<file path="config.mk">
export PLATFORM = sky130hd
export DESIGN_NAME = btn_updown_counter_2b
export DESIGN_NICKNAME = d
export VERILOG_FILES = /design/src/rtl/btn_updown_counter_2b.sv
export SDC_FILE = /design/constraint.sdc
export NUM_CORES = 1
export LEC_CHECK = 0
export CAP_MARGIN = 25
export CORE_MARGIN = 2
export CORE_UTILIZATION = 55
export DETAILED_ROUTE_END_ITERATION = 12
export MAX_ROUTING_LAYER = met4
export PLACE_DENSITY = 0.73
export SKIP_LAST_GASP = 1
export SYNTH_ARGS = -nofsm -noshare
export SYNTH_HDL_FRONTEND = slang
export SYNTH_SLANG_ARGS = --single-unit
</file>
<file path="constraint.sdc">
create_clock -name clk -period 5.57 [get_ports clk]
set_clock_uncertainty 0.05 [all_clocks]
set_input_delay 0.557 -clock clk [delete_from_list [all_inputs] [get_ports clk]]
set_output_delay 0.557 -clock clk [all_outputs]
set_load 0.05 [all_outputs]
</file>
<file path="src/rtl/btn_updown_counter_2b.sv">
// btn_updown_counter_2b: two active-low push-buttons -> debounced up/down 2-bit count.
// Latency: a stable press moves the count on edge DEBOUNCE_CYCLES+3 after the first low sample.
// Backpressure: none; buttons are level inputs and the count/step outputs are free-running.
//
// Ports:
//   clk        system clock, rising edge
//   rst_n      asynchronous active-low reset
//   btn_inc_n  raw increment button, active-low, asynchronous to clk
//   btn_dec_n  raw decrement button, active-low, asynchronous to clk
//   yb1, yb0   registered count {MSB, LSB} for the seven-segment decoder
//   step       one-cycle pulse on the cycle the count value changes
//
// Configuration macro: BTN_COUNTER_SAT_EN
//   defined   -> count saturates at 0 and 3 (no step when blocked)
//   undefined -> count wraps modulo 4

// btn_debounce: 2-flop synchroniser plus press/release debounce FSM for one button.
// Latency: press flag on edge DEBOUNCE_CYCLES+3 after the raw input first samples low.
// Backpressure: none; press is a single-cycle flag with no handshake.
module btn_debounce #(
  parameter int DEBOUNCE_CYCLES = 50000
) (
  input  logic clk,
  input  logic rst_n,
  input  logic btn_n,
  output logic press
);

  localparam int CW = (DEBOUNCE_CYCLES > 1) ? $clog2(DEBOUNCE_CYCLES) : 1;
  localparam logic [CW-1:0] CNT_LAST = CW'(DEBOUNCE_CYCLES - 1);

  typedef enum logic [1:0] {
    RELEASED    = 2'd0,
    DEB_PRESS   = 2'd1,
    PRESSED     = 2'd2,
    DEB_RELEASE = 2'd3
  } state_t;

  // Synchroniser flops reset to the released level so a reset never
  // looks like a press edge.
  logic sync1, sync2;

  always_ff @(posedge clk or negedge rst_n) begin
    if (!rst_n) begin
      sync1 <= 1'b1;
      sync2 <= 1'b1;
    end else begin
      sync1 <= btn_n;
      sync2 <= sync1;
    end
  end

  state_t          state, state_nxt;
  logic [CW-1:0]   cnt, cnt_nxt;

  always_ff @(posedge clk or negedge rst_n) begin
    if (!rst_n) begin
      state <= RELEASED;
      cnt   <= '0;
    end else begin
      state <= state_nxt;
      cnt   <= cnt_nxt;
    end
  end

  // press is decided combinationally on the transition into PRESSED so the
  // count register downstream updates on that same edge.
  always_comb begin
    state_nxt = state;
    cnt_nxt   = cnt;
    press     = 1'b0;
    unique case (state)
      RELEASED: begin
        if (!sync2) begin
          state_nxt = DEB_PRESS;
          cnt_nxt   = '0;
        end
      end
      DEB_PRESS: begin
        if (sync2) begin
          state_nxt = RELEASED;
        end else if (cnt == CNT_LAST) begin
          state_nxt = PRESSED;
          press     = 1'b1;
        end else begin
          cnt_nxt = cnt + CW'(1);
        end
      end
      PRESSED: begin
        if (sync2) begin
          state_nxt = DEB_RELEASE;
          cnt_nxt   = '0;
        end
      end
      DEB_RELEASE: begin
        if (!sync2) begin
          state_nxt = PRESSED;
        end else if (cnt == CNT_LAST) begin
          state_nxt = RELEASED;
        end else begin
          cnt_nxt = cnt + CW'(1);
        end
      end
      default: begin
        state_nxt = RELEASED;
        cnt_nxt   = '0;
      end
    endcase
  end

endmodule

// btn_updown_counter_2b: debounced inc/dec buttons drive a registered 2-bit count.
// Latency: count and step update on the same edge the debouncer accepts a press.
// Backpressure: none; simultaneous accepted presses cancel and hold the count.
module btn_updown_counter_2b #(
  parameter int DEBOUNCE_CYCLES = 50000
) (
  input  logic clk,
  input  logic rst_n,
  input  logic btn_inc_n,
  input  logic btn_dec_n,
  output logic yb1,
  output logic yb0,
  output logic step
);

  logic press_inc, press_dec;

  btn_debounce #(.DEBOUNCE_CYCLES(DEBOUNCE_CYCLES)) u_deb_inc (
    .clk   (clk),
    .rst_n (rst_n),
    .btn_n (btn_inc_n),
    .press (press_inc)
  );

  btn_debounce #(.DEBOUNCE_CYCLES(DEBOUNCE_CYCLES)) u_deb_dec (
    .clk   (clk),
    .rst_n (rst_n),
    .btn_n (btn_dec_n),
    .press (press_dec)
  );

  logic [1:0] cnt_q, cnt_nxt;
  logic       step_q, step_nxt;

  always_comb begin
    cnt_nxt = cnt_q;
    unique case ({press_inc, press_dec})
      2'b10: begin
`ifdef BTN_COUNTER_SAT_EN
        cnt_nxt = (cnt_q == 2'd3) ? cnt_q : cnt_q + 2'd1;
`else
        cnt_nxt = cnt_q + 2'd1;
`endif
      end
      2'b01: begin
`ifdef BTN_COUNTER_SAT_EN
        cnt_nxt = (cnt_q == 2'd0) ? cnt_q : cnt_q - 2'd1;
`else
        cnt_nxt = cnt_q - 2'd1;
`endif
      end
      default: cnt_nxt = cnt_q;  // none, or both cancelling
    endcase
    // Step follows an actual value change, so a saturated press is silent.
    step_nxt = (cnt_nxt != cnt_q);
  end

  always_ff @(posedge clk or negedge rst_n) begin
    if (!rst_n) begin
      cnt_q  <= 2'd0;
      step_q <= 1'b0;
    end else begin
      cnt_q  <= cnt_nxt;
      step_q <= step_nxt;
    end
  end

  assign yb1  = cnt_q[1];
  assign yb0  = cnt_q[0];
  assign step = step_q;

endmodule

</file>
==> results of run 1 <==
path summary, 6_finish.rpt:
kind	start	endpoint	slack [ns]	cells after the start
max	u_deb_inc.cnt[0]	cnt_q[1]	3.03	9
min	u_deb_dec.sync1	u_deb_dec.sync2	0.30	0
max reg2reg	u_deb_inc.cnt[0]	cnt_q[1]	3.03	9
min reg2reg	u_deb_dec.sync1	u_deb_dec.sync2	0.30	0
max in group asynchronous	rst_n	u_deb_dec.cnt[8]	4.55	1
min in group asynchronous	rst_n	u_deb_inc.cnt[5]	0.34	1
layer usage:
metal	up-vias	routed length, um	global-route usage
met5	-	0	-
met4	0	55	0.0918
met3	6	188	0.0400
met2	42	1780	0.306
met1	822	2070	0.295
li1	825	-	-
placed cells by master, fill, tap and decap left out, types with 4 or more instances in the layout:
cell / instances
or4_1: 5
nor3_1: 7
mux2i_1: 4
a22o_1: 9
dfstp_2: 4
nand2_1: 26
and3_1: 6
clkdlybuf4s50_1: 5
inv_1: 8
nor4_1: 4
nand3_1: 14
clkbuf_8: 5
dfrtp_1: 39
a21oi_1: 5
o21ai_0: 10
xor2_1: 9
xnor2_1: 8
nor2_1: 19
nand4_1: 8
registers in the layout, summed over array words and instances (netlist names), named ones only:
register,count
cnt_q,2
step,1
u_deb_dec.cnt,16
u_deb_dec.state,1
u_deb_dec.sync1,1
u_deb_dec.sync2,1
u_deb_inc.cnt,16
u_deb_inc.state,1
u_deb_inc.sync1,1
u_deb_inc.sync2,1
area by class of cell:
| class | instances | area share |
|---|---|---|
| sequential | 43 | 0.452 |
| multi-input combinational | 166 | 0.448 |
| clock buffer | 5 | 0.0288 |
| timing repair buffer | 7 | 0.0262 |
| tap | 50 | 0.0262 |
| inverter | 8 | 0.0126 |
| clock inverter | 3 | 0.00628 |
report_power, final:
group | total, mW | switching [mW] | internal, mW | leakage (nW)
Sequential | 0.343 | 0.0180 | 0.325 | 0.577
Combinational | 0.0442 | 0.0257 | 0.0185 | 0.450
Clock | 0.194 | 0.108 | 0.0859 | 0.0477
Yosys cell counts, types with 2 or more instances:
library cell / count / area share
nor4_1: 4 / 0.011
or3_1: 2 / 0.0057
mux2_2: 3 / 0.015
a21o_1: 3 / 0.010
ha_1: 3 / 0.017
nor2_1: 19 / 0.032
or2_2: 2 / 0.0057
and3_1: 6 / 0.017
a22o_1: 9 / 0.036
nor3_1: 7 / 0.016
xor2_1: 9 / 0.036
xnor2_1: 8 / 0.032
o21ai_0: 10 / 0.023
nand2_1: 26 / 0.044
clkbuf_1: 4 / 0.0068
or4_4: 2 / 0.010
o22ai_1: 2 / 0.0057
a21oi_1: 5 / 0.011
nand4_1: 8 / 0.023
dfrtp_1: 39 / 0.44
dfstp_2: 4 / 0.048
or4_1: 5 / 0.017
mux2i_1: 4 / 0.018
inv_1: 8 / 0.014
nand3_1: 14 / 0.032
metrics by stage:
| stage | setup WS [ns] | total power [mW] | hold slack [ns] |
|---|---|---|---|
| finish | 3.03 | 0.581 | 0.303 |
| global route | 2.85 | 0.606 | 0.305 |
| CTS | 3.02 | 0.587 | 0.305 |
| detailed placement | 3.03 | 0.393 | 0.297 |
| global placement | 3.14 | 0.392 | 0.297 |
| floorplan | 3.20 | 0.376 | 0.211 |
logic make-up after synthesis:
group           synth area share
fa+ha+maj                 0.0170
buf+inv                   0.0250
xor+xnor                  0.0675
mux                       0.0335
simple gates               0.248
flops                      0.490
compound gates             0.119
==> qor.yml, run 1 <==
run_status:
  status: "completed"
sta:
  slew-limit-headroom: 0.382
  final_hold_viol_count: 0
  fin_crit_sh: 0.457
  clock.fmax_mhz: 393
  tightestPinTransition_ns: 0.927
  final-setup-viol-count: 0
  grt_setup_unrepaired: "no"
  period_minus_slack_ns: 2.54
  timing.setup.tns_ns: 0
  maxSlewViolCount: 0
final_layout:
  multiInputGateArea_um2: 1070
  utilization: 0.606
  layout-drive-gt1-share: 0.108
  seq_area_um2: 1080
  nFillCells: 326
  design_area_um2: 2390
  areaGrowthSynthToFinish_pct: 8.34
  stdcell_count: 282
  final_nets: 238
  n_antenna_cell: 0
clocking:
  clockBufferDepth: 2
  cts_hold_buffers: 0
  cts-resized-gates: 0
  cts_root_buf: "clkbuf_8"
  htreeDepth: 2
  clock-sinks: 43
  post_cts_buffers: 0
  cts_tree: "done"
  clkTransAtPathRegs_ns: 0.08
  clkLatencyLatePin_ns: 0.30
  tritoncts.num_buffers: 5
detailed_routing:
  ant_nets: 0
  vias: 1695
  route.detailed.wl_per_inst_um: 14.5
  dr.pass1.iters: 4
  routed_wl_um: 4090
  drc: 0
  vias_per_cell: 6.01
  drt_first_iter_violations: 169
place:
  placed_cell_area_um2: 2310
  io_buffers: 6
  dp_cells: 274
  dp_hpwl_um: 2800
  gp_congestion: 0.933
worst_setup_path:
  crit_type: "flop to flop"
  cp-start-kind: "flop"
  cp_max_fo: 4
  slowest_delay_ns: 0.46
  endpoint_kind: "flop"
  worstPathRequired_ns: 5.72
  cp_top_family: "simple AND/OR/NAND/NOR gates"
  slowest_stage: "or4bb_1"
  cp.arrival_ns: 2.69
  cp_cell_sequence: "ha_1, or4bb_1, nor4_2, nand2_1, or3_1, ha_1, inv_1, nand2_1, xnor2_1"
  path_buf_inv: 1
grt:
  antenna_found_initial: 0
  grt_max_degree: 44
  overflow: 0
  grt_pass1_wl_um: 6970
  grt_use_total: 0.213
  grt_pass1_vias: 1520
pwr:
  p_per_area_nw_per_um2: 243
  irDropWorstVdd_mv: 0.166
  p_leak_nw: 1.07
yosys:
  synth_flop_cell: "dfrtp_1"
  synth-async-reset-ratio: 1.00
  synth_edf_count: 0
  ys_ff_latch: 43
  postSynthCellCount: 223
  syn_area_um2: 2210
  synth.avg_cell_area_um2: 9.89
  synth_nets: 230
  ys_warn_count: 0
  synth_cell_type_count: 42
  yosysSeqAreaShare: 0.490
die:
  die_h_um: 67.3
  io_pins: 7
  start_util: 0.560
  core_area_um2: 3940
  die_area_um2: 4530
  rows: 23
  die_w_um: 67.3
flow_run:
  maxCapViolations: 0
worst_hold_path:
  holdCritPathClass: "flop to flop"
Note: power is estimated with default switching activity, not from simulation.
==> inputs of run 2 (changes only) <==
Clock period 5.57 ns to 2.7 ns, I/O delays scaled along.
==> run 2 against run 1 <==
Compared with the run above:
- core utilization up 0.95 points
- worst setup slack lost 2.9 ns
- non-clock buffer count increased by 5
- die area is the same
- critical path type unchanged
==> qor.yml, run 2 (same netlist as run 1, synthesis figures left out) <==
place:
  gp_congestion: 0.946  # +1.4%
  io_buffers: 6  # unchanged
  dp_hpwl_um: 2860  # +2.0%
  dp_slack_ns: 0.178  # -2.86 ns
  dp_cells: 279  # +1.8%
worst_setup_path:
  r2r-start: "u_deb_inc.cnt[0]"
  rrSetupSlack_ns: 0.16  # -2.86 ns
  crit_type: "flop to flop"
  r2r_cells: 9  # unchanged
  rr_endpoint: "cnt_q[1]"
  slowest_stage: "or4bb_1"
  cp_max_fo: 4  # unchanged
  cp_cell_sequence: "ha_1, or4bb_1, nor4_2, nand2_1, or3_1, ha_1, inv_1, nand2_1, xnor2_1"
  endpoint_kind: "flop"
  worstPathRequired_ns: 2.85  # -2.87 ns
  cp-start-kind: "flop"
  slowest_delay_ns: 0.46  # about the same
  cp.arrival_ns: 2.68  # about the same
sta:
  fin_crit_sh: 0.939  # +0.482
  final-setup-viol-count: 0  # unchanged
  final_hold_viol_count: 0  # unchanged
  fin_ws_ns: 0.165  # -2.86 ns
  grt_setup_unrepaired: "no"
  slew-limit-headroom: 0.377  # -0.00473
  tightestPinTransition_ns: 0.934  # +0.00710 ns
  maxSlewViolCount: 0  # unchanged
  timing.setup.tns_ns: 0  # unchanged
  period_minus_slack_ns: 2.54  # -0.00822 ns
  clock.fmax_mhz: 394  # +0.32%
detailed_routing:
  ant_nets: 0  # unchanged
  drt_first_iter_violations: 86  # -49%
  vias_per_cell: 5.85  # -2.7%
  dr.pass1.iters: 4  # unchanged
  route.detailed.wl_per_inst_um: 14.3  # -1.3%
  vias: 1678  # -1.0%
  routed_wl_um: 4110  # +0.46%
  drc: 0  # unchanged
run_status:
  status: "completed"
die:
  core_area_um2: 3940  # unchanged
  die_w_um: 67.3  # unchanged
  die_area_um2: 4530  # unchanged
  die_h_um: 67.3  # unchanged
  rows: 23  # unchanged
  io_pins: 7  # unchanged
  start_util: 0.560  # unchanged
flow_run:
  maxCapViolations: 0  # unchanged
grt:
  overflow: 0  # unchanged
  grt_pass1_wl_um: 6980  # +0.19%
  grt_max_degree: 44  # unchanged
  grt_use_total: 0.212  # -0.00125
  grt_pass1_vias: 1517  # -0.20%
  antenna_found_initial: 0  # unchanged
clocking:
  post_cts_buffers: 0  # unchanged
  cts_root_buf: "clkbuf_8"
  tritoncts.num_buffers: 5  # unchanged
  cts-resized-gates: 0  # unchanged
  clkLatencyLatePin_ns: 0.30  # about the same
  cts_tree: "done"
  cts_hold_buffers: 0  # unchanged
  htreeDepth: 2  # unchanged
  clock-sinks: 43  # unchanged
  clkTransAtPathRegs_ns: 0.08  # about the same
  clockBufferDepth: 2  # unchanged
final_layout:
  top_regs: "u_deb_dec.cnt x16, u_deb_inc.cnt x16, cnt_q x2"
  n_antenna_cell: 0  # unchanged
  mostFrequentLayoutCells: "39 x dfrtp_1, 26 x nand2_1, 19 x nor2_1"
  final_nets: 243  # +2.1%
  final_common_cell: "dfrtp_1"
  layout-drive-gt1-share: 0.127  # +0.0188
  nFillCells: 332  # +1.8%
  areaGrowthSynthToFinish_pct: 10.0
  utilization: 0.616  # +0.00952
  stdcell_count: 287  # +1.8%
worst_hold_path:
  holdCritPathClass: "primary input to asynchronous set/reset pin"
pwr:
  p_leak_nw: 1.10  # +2.4%
  p_per_area_nw_per_um2: 497  # +100%
  irDropWorstVdd_mv: 0.308  # +85%
  total_power_mw: 1.21  # +110%
-- run 2: critical path, delay by kind of cell, from the launching register on --
kind | cells | cell delay [ns]
flops | 1 | 0.40
fa+ha+maj | 2 | 0.53
simple gates | 5 | 1.26
buf+inv | 1 | 0.08
xor+xnor | 1 | 0.12
-- run 2: where the power goes --
part / internal, mW / switching (mW)
logic: 0.0400 / 0.0573
registers: 0.671 / 0.0342
clock network: 0.177 / 0.228
-- run 2: layout make-up --
| type | instances | area (um^2) | area share |
|---|---|---|---|
| Timing Repair Buffer | 12 | 100 | 0.0412 |
| Tap cell | 50 | 62.6 | 0.0258 |
| Sequential cell | 43 | 1080 | 0.445 |
| Inverter | 8 | 30.0 | 0.0124 |
| Multi-Input combinational cell | 166 | 1070 | 0.441 |
| Clock buffer | 5 | 68.8 | 0.0284 |
| Clock inverter | 3 | 15.0 | 0.00619 |
-- run 2: routing by layer --
layer	part of all wire	track usage	wire length, um	up-vias
met5	0	-	0	-
met2	0.42	0.288	1740	35
met1	0.51	0.302	2090	802
met4	0.017	0.0867	71	0
met3	0.050	0.0500	206	7
li1	-	-	-	834
-- run 2: metrics by stage --
step	instance area (um^2)	hold slack (ns)
after floorplan	2210	-0.0756
after global placement	2340	0.296
after detailed placement	2340	0.297
after CTS	2430	0.0894
after global routing	2430	0.131
final	2430	0.0547
-- run 2: worst max path at each step --
stage | from | end | slack, ns
after global routing | u_deb_inc.cnt[0] | cnt_q[1] | 0.02
after global placement | u_deb_inc.cnt[0] | cnt_q[1] | 0.27
after detailed placement | u_deb_inc.cnt[0] | cnt_q[1] | 0.18
after CTS | u_deb_inc.cnt[0] | cnt_q[1] | 0.16
final | u_deb_inc.cnt[0] | cnt_q[1] | 0.16
after floorplan | u_deb_inc.cnt[13] | cnt_q[1] | 0.33
==> inputs of run 3 (changes only) <==
Settings changed: SKIP_LAST_GASP 1 to not set.
==> results of run 3 <==
Same layout as run 2: the final DEF is identical, and so are final timing and power.
